File: src/rtl/uart_tx_cfg_if.sv
// uart_tx_cfg_if: valid/ready word handshake between upstream logic and the UART transmitter
interface uart_tx_cfg_if #(parameter int WORD_SIZE = 8);
  logic Tx_Valid;
  logic Tx_Ready;
  logic [WORD_SIZE-1:0] Tx_Data;
  modport master(output Tx_Valid, output Tx_Data, input Tx_Ready);
  modport slave(input Tx_Valid, input Tx_Data, output Tx_Ready);
endinterface

File: src/rtl/uart_tx_cfg.sv
// uart_tx_cfg: configurable UART transmitter with internal bit timing, parity and 1/2 stop bits
module uart_tx_cfg #(
  parameter int CLKS_PER_BIT = 16,
  parameter int WORD_SIZE = 8,
  parameter int PARITY = 0,
  parameter int STOP_SIZE = 1
) (
  input  logic Clk_Tx,
  input  logic Rst_Tx,
  uart_tx_cfg_if.slave tx,
  output logic Tx_Serial,
  output logic Tx_Busy,
  output logic Tx_Done
);
  localparam int BW = $clog2(CLKS_PER_BIT);
  localparam int WW = $clog2(WORD_SIZE);
  if (CLKS_PER_BIT < 2 || WORD_SIZE < 5 || WORD_SIZE > 9 || PARITY < 0 || PARITY > 2 ||
      (STOP_SIZE != 1 && STOP_SIZE != 2)) begin : g_bad
    $error("uart_tx_cfg: illegal parameter combination");
  end
  typedef enum logic [2:0] {S_IDLE, S_START, S_DATA, S_PARITY, S_STOP} state_t;
  state_t state;
  logic [BW-1:0] baud_cnt;
  logic [WW-1:0] bit_cnt;
  logic stop_cnt;
  logic [WORD_SIZE-1:0] shift_r;
  logic par_r;
  logic bit_end, last_stop, accept;
  assign bit_end = baud_cnt == BW'(CLKS_PER_BIT - 1);
  assign last_stop = state == S_STOP && bit_end && stop_cnt == 1'(STOP_SIZE - 1);
  assign tx.Tx_Ready = !Rst_Tx && (state == S_IDLE || last_stop);
  assign accept = tx.Tx_Valid && tx.Tx_Ready;
  always_ff @(posedge Clk_Tx) begin
    if (Rst_Tx) begin
      state <= S_IDLE;
      baud_cnt <= '0;
      bit_cnt <= '0;
      stop_cnt <= 1'b0;
      shift_r <= '0;
      par_r <= 1'b0;
      Tx_Serial <= 1'b1;
      Tx_Busy <= 1'b0;
      Tx_Done <= 1'b0;
    end else begin
      Tx_Done <= last_stop;
      baud_cnt <= (state == S_IDLE || bit_end) ? '0 : baud_cnt + 1'b1;
      if (accept) begin
        // parity is fixed at capture so later shifting cannot disturb it
        shift_r <= tx.Tx_Data;
        par_r <= (PARITY == 2) ? ~^tx.Tx_Data : ^tx.Tx_Data;
        state <= S_START;
        bit_cnt <= '0;
        stop_cnt <= 1'b0;
        Tx_Serial <= 1'b0;
        Tx_Busy <= 1'b1;
      end else begin
        case (state)
          S_IDLE: begin
            Tx_Serial <= 1'b1;
            Tx_Busy <= 1'b0;
          end
          S_START: if (bit_end) begin
            state <= S_DATA;
            Tx_Serial <= shift_r[0];
          end
          S_DATA: if (bit_end) begin
            shift_r <= shift_r >> 1;
            bit_cnt <= bit_cnt + 1'b1;
            if (bit_cnt == WW'(WORD_SIZE - 1)) begin
              state <= (PARITY != 0) ? S_PARITY : S_STOP;
              Tx_Serial <= (PARITY != 0) ? par_r : 1'b1;
            end else begin
              Tx_Serial <= shift_r[1];
            end
          end
          S_PARITY: if (bit_end) begin
            state <= S_STOP;
            Tx_Serial <= 1'b1;
          end
          S_STOP: if (bit_end) begin
            stop_cnt <= stop_cnt + 1'b1;
            if (last_stop) begin
              state <= S_IDLE;
              Tx_Busy <= 1'b0;
            end
          end
          default: state <= S_IDLE;
        endcase
      end
    end
  end
endmodule

File: src/flat_wrapper.sv
// flat-port wrapper written by rule: the top's interface ports become plain ports
module uart_tx_cfg_flat 
#(
  parameter int CLKS_PER_BIT = 16,
  parameter int WORD_SIZE = 8,
  parameter int PARITY = 0,
  parameter int STOP_SIZE = 1
)
  (Clk_Tx, Rst_Tx, Tx_Serial, Tx_Busy, Tx_Done, tx_Tx_Valid, tx_Tx_Data, tx_Tx_Ready);
  uart_tx_cfg_if #(.WORD_SIZE(WORD_SIZE)) tx_i ();
  input  logic Clk_Tx;
  input  logic Rst_Tx;
  output logic Tx_Serial;
  output logic Tx_Busy;
  output logic Tx_Done;
  input wire logic [$bits(tx_i.Tx_Valid)-1:0] tx_Tx_Valid;
  input wire logic [$bits(tx_i.Tx_Data)-1:0] tx_Tx_Data;
  output wire logic [$bits(tx_i.Tx_Ready)-1:0] tx_Tx_Ready;
  assign tx_i.Tx_Valid = tx_Tx_Valid;
  assign tx_i.Tx_Data = tx_Tx_Data;
  assign tx_Tx_Ready = tx_i.Tx_Ready;
  uart_tx_cfg #(.CLKS_PER_BIT(CLKS_PER_BIT), .WORD_SIZE(WORD_SIZE), .PARITY(PARITY), .STOP_SIZE(STOP_SIZE)) u_core (.Clk_Tx(Clk_Tx), .Rst_Tx(Rst_Tx), .tx(tx_i), .Tx_Serial(Tx_Serial), .Tx_Busy(Tx_Busy), .Tx_Done(Tx_Done));
endmodule
File: config.mk
export PLATFORM = sky130hd
export DESIGN_NAME = uart_tx_cfg_flat
export DESIGN_NICKNAME = d
export VERILOG_FILES = /design/src/rtl/uart_tx_cfg_if.sv /design/src/rtl/uart_tx_cfg.sv /design/src/flat_wrapper.sv
export SDC_FILE = /design/constraint.sdc
export NUM_CORES = 1
export LEC_CHECK = 0
export BUFFER_PORTS_ARGS = -buffer_cell sky130_fd_sc_hd__buf_2
export CAP_MARGIN = 10
export CORE_AREA = 2 2 50 52
export CTS_BUF_LIST = sky130_fd_sc_hd__clkbuf_16
export DETAILED_ROUTE_END_ITERATION = 6
export DIE_AREA = 0 0 52 54
export GPL_ROUTABILITY_DRIVEN = 0
export GPL_TIMING_DRIVEN = 0
export HOLD_SLACK_MARGIN = 0.05
export PLACE_DENSITY = 0.8
export SYNTH_ARGS = -nofsm -noshare
export SYNTH_HDL_FRONTEND = slang
export SYNTH_SLANG_ARGS = --single-unit
export TNS_END_PERCENT = 30
File: constraint.sdc
create_clock -name Clk_Tx -period 1.3 [get_ports Clk_Tx]
set_input_delay 0.13 -clock Clk_Tx [delete_from_list [all_inputs] [get_ports Clk_Tx]]
set_output_delay 0.13 -clock Clk_Tx [all_outputs]
set_load 0.005 [all_outputs]
==> results.cfg, run 1 <==
[die]
io_pins = 15
die_h_um = 54
dieWidth_um = 52
start_util_pct = 45.04
row_count = 18
dieArea_um2 = 2808
design.core.area_um2 = 2320

[synthesis]
avgSynthCellArea_um2 = 9.585
synth_edf_count = 0
synthCells = 109
synthFlopType = dfxtp_1
yosys.area.top_type = dfxtp_1
synth_cell_types = 36
netlist_area_um2 = 1045
synth_seq_cells = 22
ys_top_cells_by_count = 22 x dfxtp_1, 20 x nor2_1, 9 x mux2i_1, 8 x a211oi_1
yosysSeqAreaShare_pct = 42.16
synth.most_common_cell = dfxtp_1
ys_warn_count = 0
synth.net_count = 123
synth_top_area_share_pct = 42.16
synth_area_leaders = dfxtp_1 42%, mux2i_1 8.6%, nor2_1 7.2%, a211oi_1 5.7%, ha_1 3.6%
async_flop_share_pct = 0

[timing]
setup_viol = 17
relSlewSlack_pct = 69.40
final.period_utilization_pct = 115.9
worstMarginPinSlew_ns = 0.4590
setup_slack_ns = -0.2065
rsz0062_at_grt = true
tns_ns = -2.483
finalHoldViolCount = 0
post-route-min-period_ns = 1.507
fmax_ghz = 0.6638
drv_slew = 0
fin_skew_ns = 0.003884

[clock_network]
cts-buffers-inserted = 3
insertion_delay_ns = 0.25
root_buffer = clkbuf_16
cts.clk_slew.worst_paths_ns = 0.06
clock_path_buffers = 2
cts_sinks = 22
h-tree-depth = 1
cts_tree = done
cts_hold_buf = 0

[detailed_routing]
wl_per_cell_um = 12.53
dr.pass1.iters = 4
drt_iter0_drc = 12
via_per_inst = 5.365
vias = 837
detail_route.drc_violations = 0
postRouteAntennaNets = 0
routed_wl_mm = 1.954

[final_layout]
fin_nets = 141
antennaDiodeCount = 0
syn_to_final_growth_pct = 22.87
fin_util_pct = 55.34
layout-drive-gt1-share_pct = 32.54

[grt]
grt_pass1_vias = 747
grt_util_met3_pct = 4.444
top_usage_layer = met2
grt_max_degree = 13
antenna_found_initial = 0
grt_pass1_wl_mm = 3.284
met1_usage_pct = 19.76
grt_use_total_pct = 16.09
use_met2_pct = 25.95
overflow = 0

[critical_path]
worst-path-buf-inv = 1
startpoint = u_core.baud_cnt[0]$_SDFF_PP0_
r2r_end = u_core.shift_r[2]$_SDFFE_PP0P_
reg2reg_slack_ns = -0.17
arrival_ns = 1.38
path_cells = ha_4 > and4b_2 > o21ai_2 > nor2_1 > buf_2
path_delay_family = flip-flops
crit_fanout = 5
r2r_start = u_core.baud_cnt[0]$_SDFF_PP0_
cp-start-kind = flop
path_depth = 5
cp_data_required_time_ns = 1.17
endpoint_kind = primary output
crit_type = reg2out
max_stage_delay_ns = 0.34
slowest_stage = dfxtp_2
reg2reg_depth = 5

[power_and_ir_drop]
clockPowerShare_pct = 42.4
p_int_uw = 1192
p_switching_uw = 337.3
ir_drop_uv = 937.5
p_leak_uw = 0.0005441
p_seq_share_pct = 47.8
p_comb_share_pct = 9.9
power_uw = 1529
p_per_area_nw_per_um2 = 1191
switching_share_pct = 22.05

[placed_design]
dp_hpwl_mm = 1.378
pre_cts_ws_ns = -0.1527
port-buffer-count = 13

[min_path]
worst_hold_path.endpoint = u_core.shift_r[0]$_SDFFE_PP0P_
worstHoldStart = tx_Tx_Data[0]
holdPathStages = 3
worstHoldPathType = in2reg

[status]
status = finished, violations left
violations = negative setup slack

[flow_run]
drv_cap = 0
## final cells by class
| class | instances | area [µm²] |
|---|---|---|
| fill | 204 | 1036 |
| clock buffer | 3 | 75.07 |
| inverter | 3 | 11.26 |
| tap | 30 | 37.54 |
| clock inverter | 1 | 3.754 |
| sequential | 22 | 444.2 |
| buffer | 6 | 55.05 |
| multi-input combinational | 78 | 591.8 |
| timing repair buffer | 13 | 65.06 |
## flip-flops by register name, summed over array words and instances, names as in the netlist
register	flops
u_core.Tx_Busy	1
u_core.Tx_Done	1
u_core.Tx_Serial	1
u_core.baud_cnt	4
u_core.bit_cnt	3
u_core.shift_r	8
u_core.state	3
u_core.stop_cnt	1
## layout by cell type, fill, tap and decap left out, types with 3 or more instances in the layout
cell        n
clkbuf_16   3
dfxtp_1    19
buf_2      14
nor2_1     18
a21oi_1     4
o21ai_0     3
a211oi_1    7
dfxtp_2     3
mux2i_1     9
inv_1       3
nand3_1     3
## through the flow
step           cells  cell area [µm²]  hold WS [ns]
6_report         156             1284        0.1619
5_1_grt          156             1284        0.1649
4_1_cts          156             1270        0.1582
3_5_place_dp     152             1186        0.4287
3_3_place_gp     152             1186        0.4215
2_1_floorplan    109             1084        0.2983
## routing by layer
metal / up-vias / share of wire, %
li1: 422 / -
met1: 397 / 46
met2: 13 / 48
met3: 5 / 3.3
met4: 0 / 1.9
met5: - / 0
## worst max-delay path by stage
stage,slack (ns),to
6_report,-0.21,tx_Tx_Ready
4_1_cts,-0.19,tx_Tx_Ready
3_5_place_dp,-0.15,u_core.shift_r[1]$_SDFFE_PP0P_
2_1_floorplan,-0.05,u_core.Tx_Serial$_SDFFE_PP1P_
3_3_place_gp,-0.14,u_core.state[1]$_SDFFE_PP0P_
5_1_grt,-0.29,tx_Tx_Ready
## worst min-delay path: cells and delay by family
family / cells / cell delay, ns
compound gates: 1 / 0.05
buf+inv: 1 / 0.10
simple gates: 1 / 0.09
## cell families (layout without fill, tap and decap cells)
group / count (synthesis) / after routing / share of synthesized area [%]
AND/OR/NAND/NOR: 40 / 40 / 21.32
multiplexers: 10 / 10 / 10.06
adder cells (fa/ha/maj): 3 / 3 / 3.593
AO/OA/AOI/OAI: 22 / 22 / 14.61
flip-flops: 22 / 22 / 42.16
XOR/XNOR: 3 / 3 / 2.515
buffers and inverters: 9 / 26 / 5.749
## power by group through the flow
| stage | sequential (µW) | combinational [µW] | clock (µW) |
|---|---|---|---|
| 2_1_floorplan | 740 | 103 | 0 |
| 3_3_place_gp | 743 | 140 | 0 |
| 3_5_place_dp | 744 | 144 | 0 |
| 4_1_cts | 731 | 147 | 655 |
| 5_1_grt | 735 | 166 | 686 |
| 6_report | 730 | 151 | 648 |
## what timing repair did
| item | CTS | global route |
|---|---|---|
| hold endpoints to repair | 0 | 0 |
| pin swaps | 0 | 2 |
| endpoints found under the setup margin | 19 | 21 |
| gates resized for setup | 3 | 4 |
| buffers inserted | 0 | 0 |
Note: power is estimated with default switching activity, not from simulation.
==> run 2, diff against run 1 <==
--- a/config.mk
+++ b/config.mk
@@ -14,7 +14,7 @@
 export GPL_ROUTABILITY_DRIVEN = 0
 export GPL_TIMING_DRIVEN = 0
 export HOLD_SLACK_MARGIN = 0.05
-export PLACE_DENSITY = 0.8
+export PLACE_DENSITY = 0.69
 export SYNTH_ARGS = -nofsm -noshare
 export SYNTH_HDL_FRONTEND = slang
 export SYNTH_SLANG_ARGS = --single-unit
==> run 2 against run 1 <==
- the flow still finishes with violations (negative setup slack)
- cell count unchanged
- sequential power about the same
- clock skew increased by 0.0026 ns
- global-route usage increased by 0.48 points
- setup slack improved by 0.011 ns
==> results.cfg, run 2 (same netlist as run 1, synthesis figures left out) <==
[detailed_routing]
dr.pass1.iters = 3
drt_iter0_drc = 4
detail_route.drc_violations = 0
vias = 814
wl_per_cell_um = 12.24
postRouteAntennaNets = 0
via_per_inst = 5.218
routed_wl_mm = 1.910

[timing]
drv_slew = 0
fin_skew_ns = 0.006476
relSlewSlack_pct = 68.93
post-route-min-period_ns = 1.496
finalHoldViolCount = 0
final.period_utilization_pct = 115.0
rsz0062_at_grt = true
setup_slack_ns = -0.1955
fmax_ghz = 0.6687
setup_viol = 17
worstMarginPinSlew_ns = 0.4661
tns_ns = -2.552

[power_and_ir_drop]
ir_drop_uv = 826.7
p_comb_share_pct = 8.8
p_seq_share_pct = 42.2
switching_share_pct = 19.46
p_leak_uw = 0.0005597
p_switching_uw = 336.9
p_int_uw = 1395
clockPowerShare_pct = 49.0
p_per_area_nw_per_um2 = 1314

[critical_path]
path_cells = ha_4 > and4b_2 > o21ai_2 > nor2_1 > buf_2
endpoint_kind = primary output
reg2reg_depth = 5
cp_data_required_time_ns = 1.17
r2r_end = u_core.state[1]$_SDFFE_PP0P_
crit_fanout = 5
cp-start-kind = flop
reg2reg_slack_ns = -0.18
max_stage_delay_ns = 0.33
arrival_ns = 1.37
slowest_stage = dfxtp_2
crit_type = reg2out
r2r_start = u_core.baud_cnt[0]$_SDFF_PP0_

[grt]
overflow = 0
grt_max_degree = 14
grt_pass1_wl_mm = 3.394
grt_pass1_vias = 764
grt_use_total_pct = 16.57
antenna_found_initial = 0

[placed_design]
dpl.cell_count = 152
place_area_um2 = 1186
pre_cts_ws_ns = -0.1404
dp_hpwl_mm = 1.387
port-buffer-count = 13

[clock_network]
h-tree-depth = 1
insertion_delay_ns = 0.26
root_buffer = clkbuf_16
cts_sinks = 22
cts_tree = done
cts.clk_slew.worst_paths_ns = 0.06
cts-buffers-inserted = 3
clock_path_buffers = 2

[die]
row_count = 18
start_util_pct = 45.04
io_pins = 15
design.core.area_um2 = 2320
die_h_um = 54
dieArea_um2 = 2808
dieWidth_um = 52

[min_path]
worstHoldPathType = in2reg
worst_hold_path.endpoint = u_core.shift_r[2]$_SDFFE_PP0P_
worstHoldStart = tx_Tx_Data[2]
holdPathStages = 3

[final_layout]
layout-drive-gt1-share_pct = 33.33
antennaDiodeCount = 0
stdcell_count = 156
syn_to_final_growth_pct = 26.11
fin_nets = 141
largest_reg_flops = 8
reg.largest.list = u_core.shift_r x8, u_core.baud_cnt x4
final_area_um2 = 1318
fill_cells = 200
layout_common_cells = 19 x nor2_1, 19 x dfxtp_1, 14 x buf_2
regMostFlops = u_core.shift_r

[status]
status = finished, violations left
violations = negative setup slack

[flow_run]
drv_cap = 0
## run 2: cell types whose count changed in the layout (fill, tap and decap cells not counted), sizes merged
cell and delta:
bufinv +1, clkinv -1
## run 2: routing by layer
layer  vias to the layer above  part of all wire [%]  global-route usage (%)
met4                         0                   1.9                   7.895
li1                        423                     -                       -
met3                         5                   2.1                   2.500
met5                         -                     0                       0
met1                       376                    50                   20.82
met2                        10                    46                   27.85
## run 2: layout make-up
type	instances	area (µm²)	share of cell area, %
flip-flops and latches	22	444.2	33.71
clock inverters	1	30.03	2.279
inverters	3	11.26	0.8547
multi-input cells	78	599.3	45.49
plain buffers	6	55.05	4.179
repair buffers	13	65.06	4.938
well taps	30	37.54	2.849
clock buffers	3	75.07	5.698
## run 2: critical path, delay by kind of cell (launching register included)
kind,cells,cell delay (ns)
flops,1,0.33
simple gates,2,0.33
fa+ha+maj,1,0.17
compound gates,1,0.14
buf+inv,1,0.14
## run 2: worst max-delay path by stage
stage / start / to / slack (ns) / cells after the start
global route: u_core.baud_cnt[0]$_SDFF_PP0_ / tx_Tx_Ready / -0.26 / 5
floorplan: u_core.state[1]$_SDFFE_PP0P_ / u_core.Tx_Serial$_SDFFE_PP1P_ / -0.05 / 5
detailed placement: u_core.baud_cnt[0]$_SDFF_PP0_ / u_core.shift_r[1]$_SDFFE_PP0P_ / -0.14 / 5
CTS: u_core.baud_cnt[0]$_SDFF_PP0_ / tx_Tx_Ready / -0.19 / 5
global placement: u_core.baud_cnt[0]$_SDFF_PP0_ / u_core.shift_r[4]$_SDFFE_PP0P_ / -0.14 / 5
finish: u_core.baud_cnt[0]$_SDFF_PP0_ / tx_Tx_Ready / -0.20 / 5
## run 2: through the flow
step | utilization, % | power, µW | hold WS [ns]
CTS | 55.88 | 1739 | 0.1518
global placement | 51.13 | 883.9 | 0.4191
global route | 56.80 | 1790 | 0.1676
floorplan | - | 843.5 | 0.2983
detailed placement | 51.13 | 887.7 | 0.4269
finish | 56.80 | 1731 | 0.1534
## run 2: power groups by stage
stage	registers [µW]	clock network [µW]	logic, µW
finish	732	848	152
global route	735	886	170
CTS	731	862	146
detailed placement	744	0	143
global placement	743	0	141
floorplan	740	0	103
## run 2: what timing repair did
action | in CTS | in global routing
setup endpoints to repair | 20 | 20
resized for setup | 3 | 5
pin swaps | 0 | 1
buffers inserted | 0 | 0
hold buffers | 0 | 0
==> run 3, diff against run 2 <==
--- a/config.mk
+++ b/config.mk
@@ -9,11 +9,13 @@
 export CAP_MARGIN = 10
 export CORE_AREA = 2 2 50 52
 export CTS_BUF_LIST = sky130_fd_sc_hd__clkbuf_16
+export CTS_CLUSTER_SIZE = 16
 export DETAILED_ROUTE_END_ITERATION = 6
 export DIE_AREA = 0 0 52 54
 export GPL_ROUTABILITY_DRIVEN = 0
 export GPL_TIMING_DRIVEN = 0
 export HOLD_SLACK_MARGIN = 0.05
+export MAX_ROUTING_LAYER = met4
 export PLACE_DENSITY = 0.69
 export SYNTH_ARGS = -nofsm -noshare
 export SYNTH_HDL_FRONTEND = slang
==> run 3 against run 2 <==
- the flow still finishes with violations (negative setup slack)
- clock power hardly changed
- critical path depth stayed put
- critical endpoint unchanged
- core utilization stayed put
==> results.cfg, run 3 (same netlist as run 1, synthesis figures left out) <==
[final_layout]
syn_to_final_growth_pct = 26.11
final_area_um2 = 1318
reg.largest.list = u_core.shift_r x8, u_core.baud_cnt x4
regMostFlops = u_core.shift_r
fin_nets = 141
fill_cells = 200
largest_reg_flops = 8
multiInputGateArea_um2 = 599.3
antennaDiodeCount = 0
layout-drive-gt1-share_pct = 33.33
register_area_um2 = 444.2
layout_common_cells = 19 x nor2_1, 19 x dfxtp_1, 14 x buf_2

[clock_network]
h-tree-depth = 1
cts_sinks = 22
cts-buffers-inserted = 3
clock_path_buffers = 2
cts.clk_slew.worst_paths_ns = 0.06
root_buffer = clkbuf_16
postCtsSetupRepairBufs = 0
insertion_delay_ns = 0.26
cts_tree = done

[timing]
relSlewSlack_pct = 69.32
final.period_utilization_pct = 115.2
fmax_ghz = 0.6679
tns_ns = -2.495
finalHoldViolCount = 0
drv_slew = 0
fin_skew_ns = 0.004408
rsz0062_at_grt = true
post-route-min-period_ns = 1.497
hold_ws_ns = 0.1547
setup_viol = 17
setup_slack_ns = -0.1973
worstMarginPinSlew_ns = 0.4602

[detailed_routing]
wl_per_cell_um = 12.31
drt_iter0_drc = 2
routed_wl_mm = 1.920
vias = 813
postRouteAntennaNets = 0
dr.pass1.iters = 4
detail_route.drc_violations = 0
via_per_inst = 5.212

[critical_path]
path_cells = ha_4 > and4b_2 > o21ai_2 > nor2_1 > buf_2
crit_type = reg2out
crit_fanout = 5
cp_data_required_time_ns = 1.17
endpoint_kind = primary output
max_stage_delay_ns = 0.33
arrival_ns = 1.37
slowest_stage = dfxtp_2
cp-start-kind = flop

[grt]
grt_max_degree = 14
grt_pass1_vias = 763
grt_pass1_wl_mm = 3.408
grt_use_total_pct = 17.17
antenna_found_initial = 0
overflow = 0

[placed_design]
dp_hpwl_mm = 1.387
place_area_um2 = 1186
port-buffer-count = 13

[die]
row_count = 18
dieWidth_um = 52
die_h_um = 54
dieArea_um2 = 2808
io_pins = 15
start_util_pct = 45.04
design.core.area_um2 = 2320

[power_and_ir_drop]
p_per_area_nw_per_um2 = 1316
power_uw = 1734
ir_drop_uv = 821.9
p_leak_uw = 0.0005597

[status]
violations = negative setup slack
status = finished, violations left

[flow_run]
drv_cap = 0

[min_path]
worstHoldPathType = in2reg
-- run 3: worst paths after layout --
path / slack [ns] / startpoint / depth (start not counted) / end
setup / recovery: -0.20 / u_core.baud_cnt[0]$_SDFF_PP0_ / 5 / tx_Tx_Ready
hold / removal: 0.15 / tx_Tx_Data[2] / 3 / u_core.shift_r[2]$_SDFFE_PP0P_
setup reg to reg: -0.17 / u_core.baud_cnt[0]$_SDFF_PP0_ / 5 / u_core.shift_r[1]$_SDFFE_PP0P_
hold reg to reg: 0.44 / u_core.baud_cnt[0]$_SDFF_PP0_ / 1 / u_core.baud_cnt[0]$_SDFF_PP0_
-- run 3: stage by stage --
| stage | worst slack [ns] | cells | utilization [%] |
|---|---|---|---|
| CTS | -0.1924 | 156 | 55.88 |
| floorplan | -0.05490 | 109 | - |
| global route | -0.2623 | 156 | 56.80 |
| global placement | -0.1439 | 152 | 51.13 |
| detailed placement | -0.1404 | 152 | 51.13 |
| finish | -0.1973 | 156 | 56.80 |
-- run 3: metal layers --
layer	share of wire (%)	track usage, %	vias to the layer above
li1	-	-	422
met1	49	21.33	376
met2	47	27.64	10
met3	2.1	2.500	5
met4	1.9	7.895	0
met5	0	-	-
-- run 3: worst max-delay path, delay by kind of cell, from the launching register on --
family | cells | cell delay [ns]
and+or+nand+nor | 2 | 0.33
buffers and inverters | 1 | 0.14
adders and majority gates | 1 | 0.17
AOI/OAI and AO/OA | 1 | 0.14
DFF | 1 | 0.33
-- run 3: final cells by class --
class                   count  share of cell area (%)
repair buffers             13                   4.938
clock inverters             1                   2.279
plain buffers               6                   4.179
well taps                  30                   2.849
flip-flops and latches     22                   33.71
clock buffers               3                   5.698
inverters                   3                  0.8547
multi-input cells          78                   45.49
-- run 3: power breakdown --
| part | switching [µW] | internal (µW) |
|---|---|---|
| logic | 75.5 | 76.2 |
| clock network | 239 | 611 |
| registers | 24.2 | 707 |
-- run 3: timing repair --
action	4_1_cts	5_1_grt
endpoints found under the hold margin	0	0
setup endpoints to repair	20	20
resized for setup	3	5
pin swaps	0	1
hold buffers	0	0
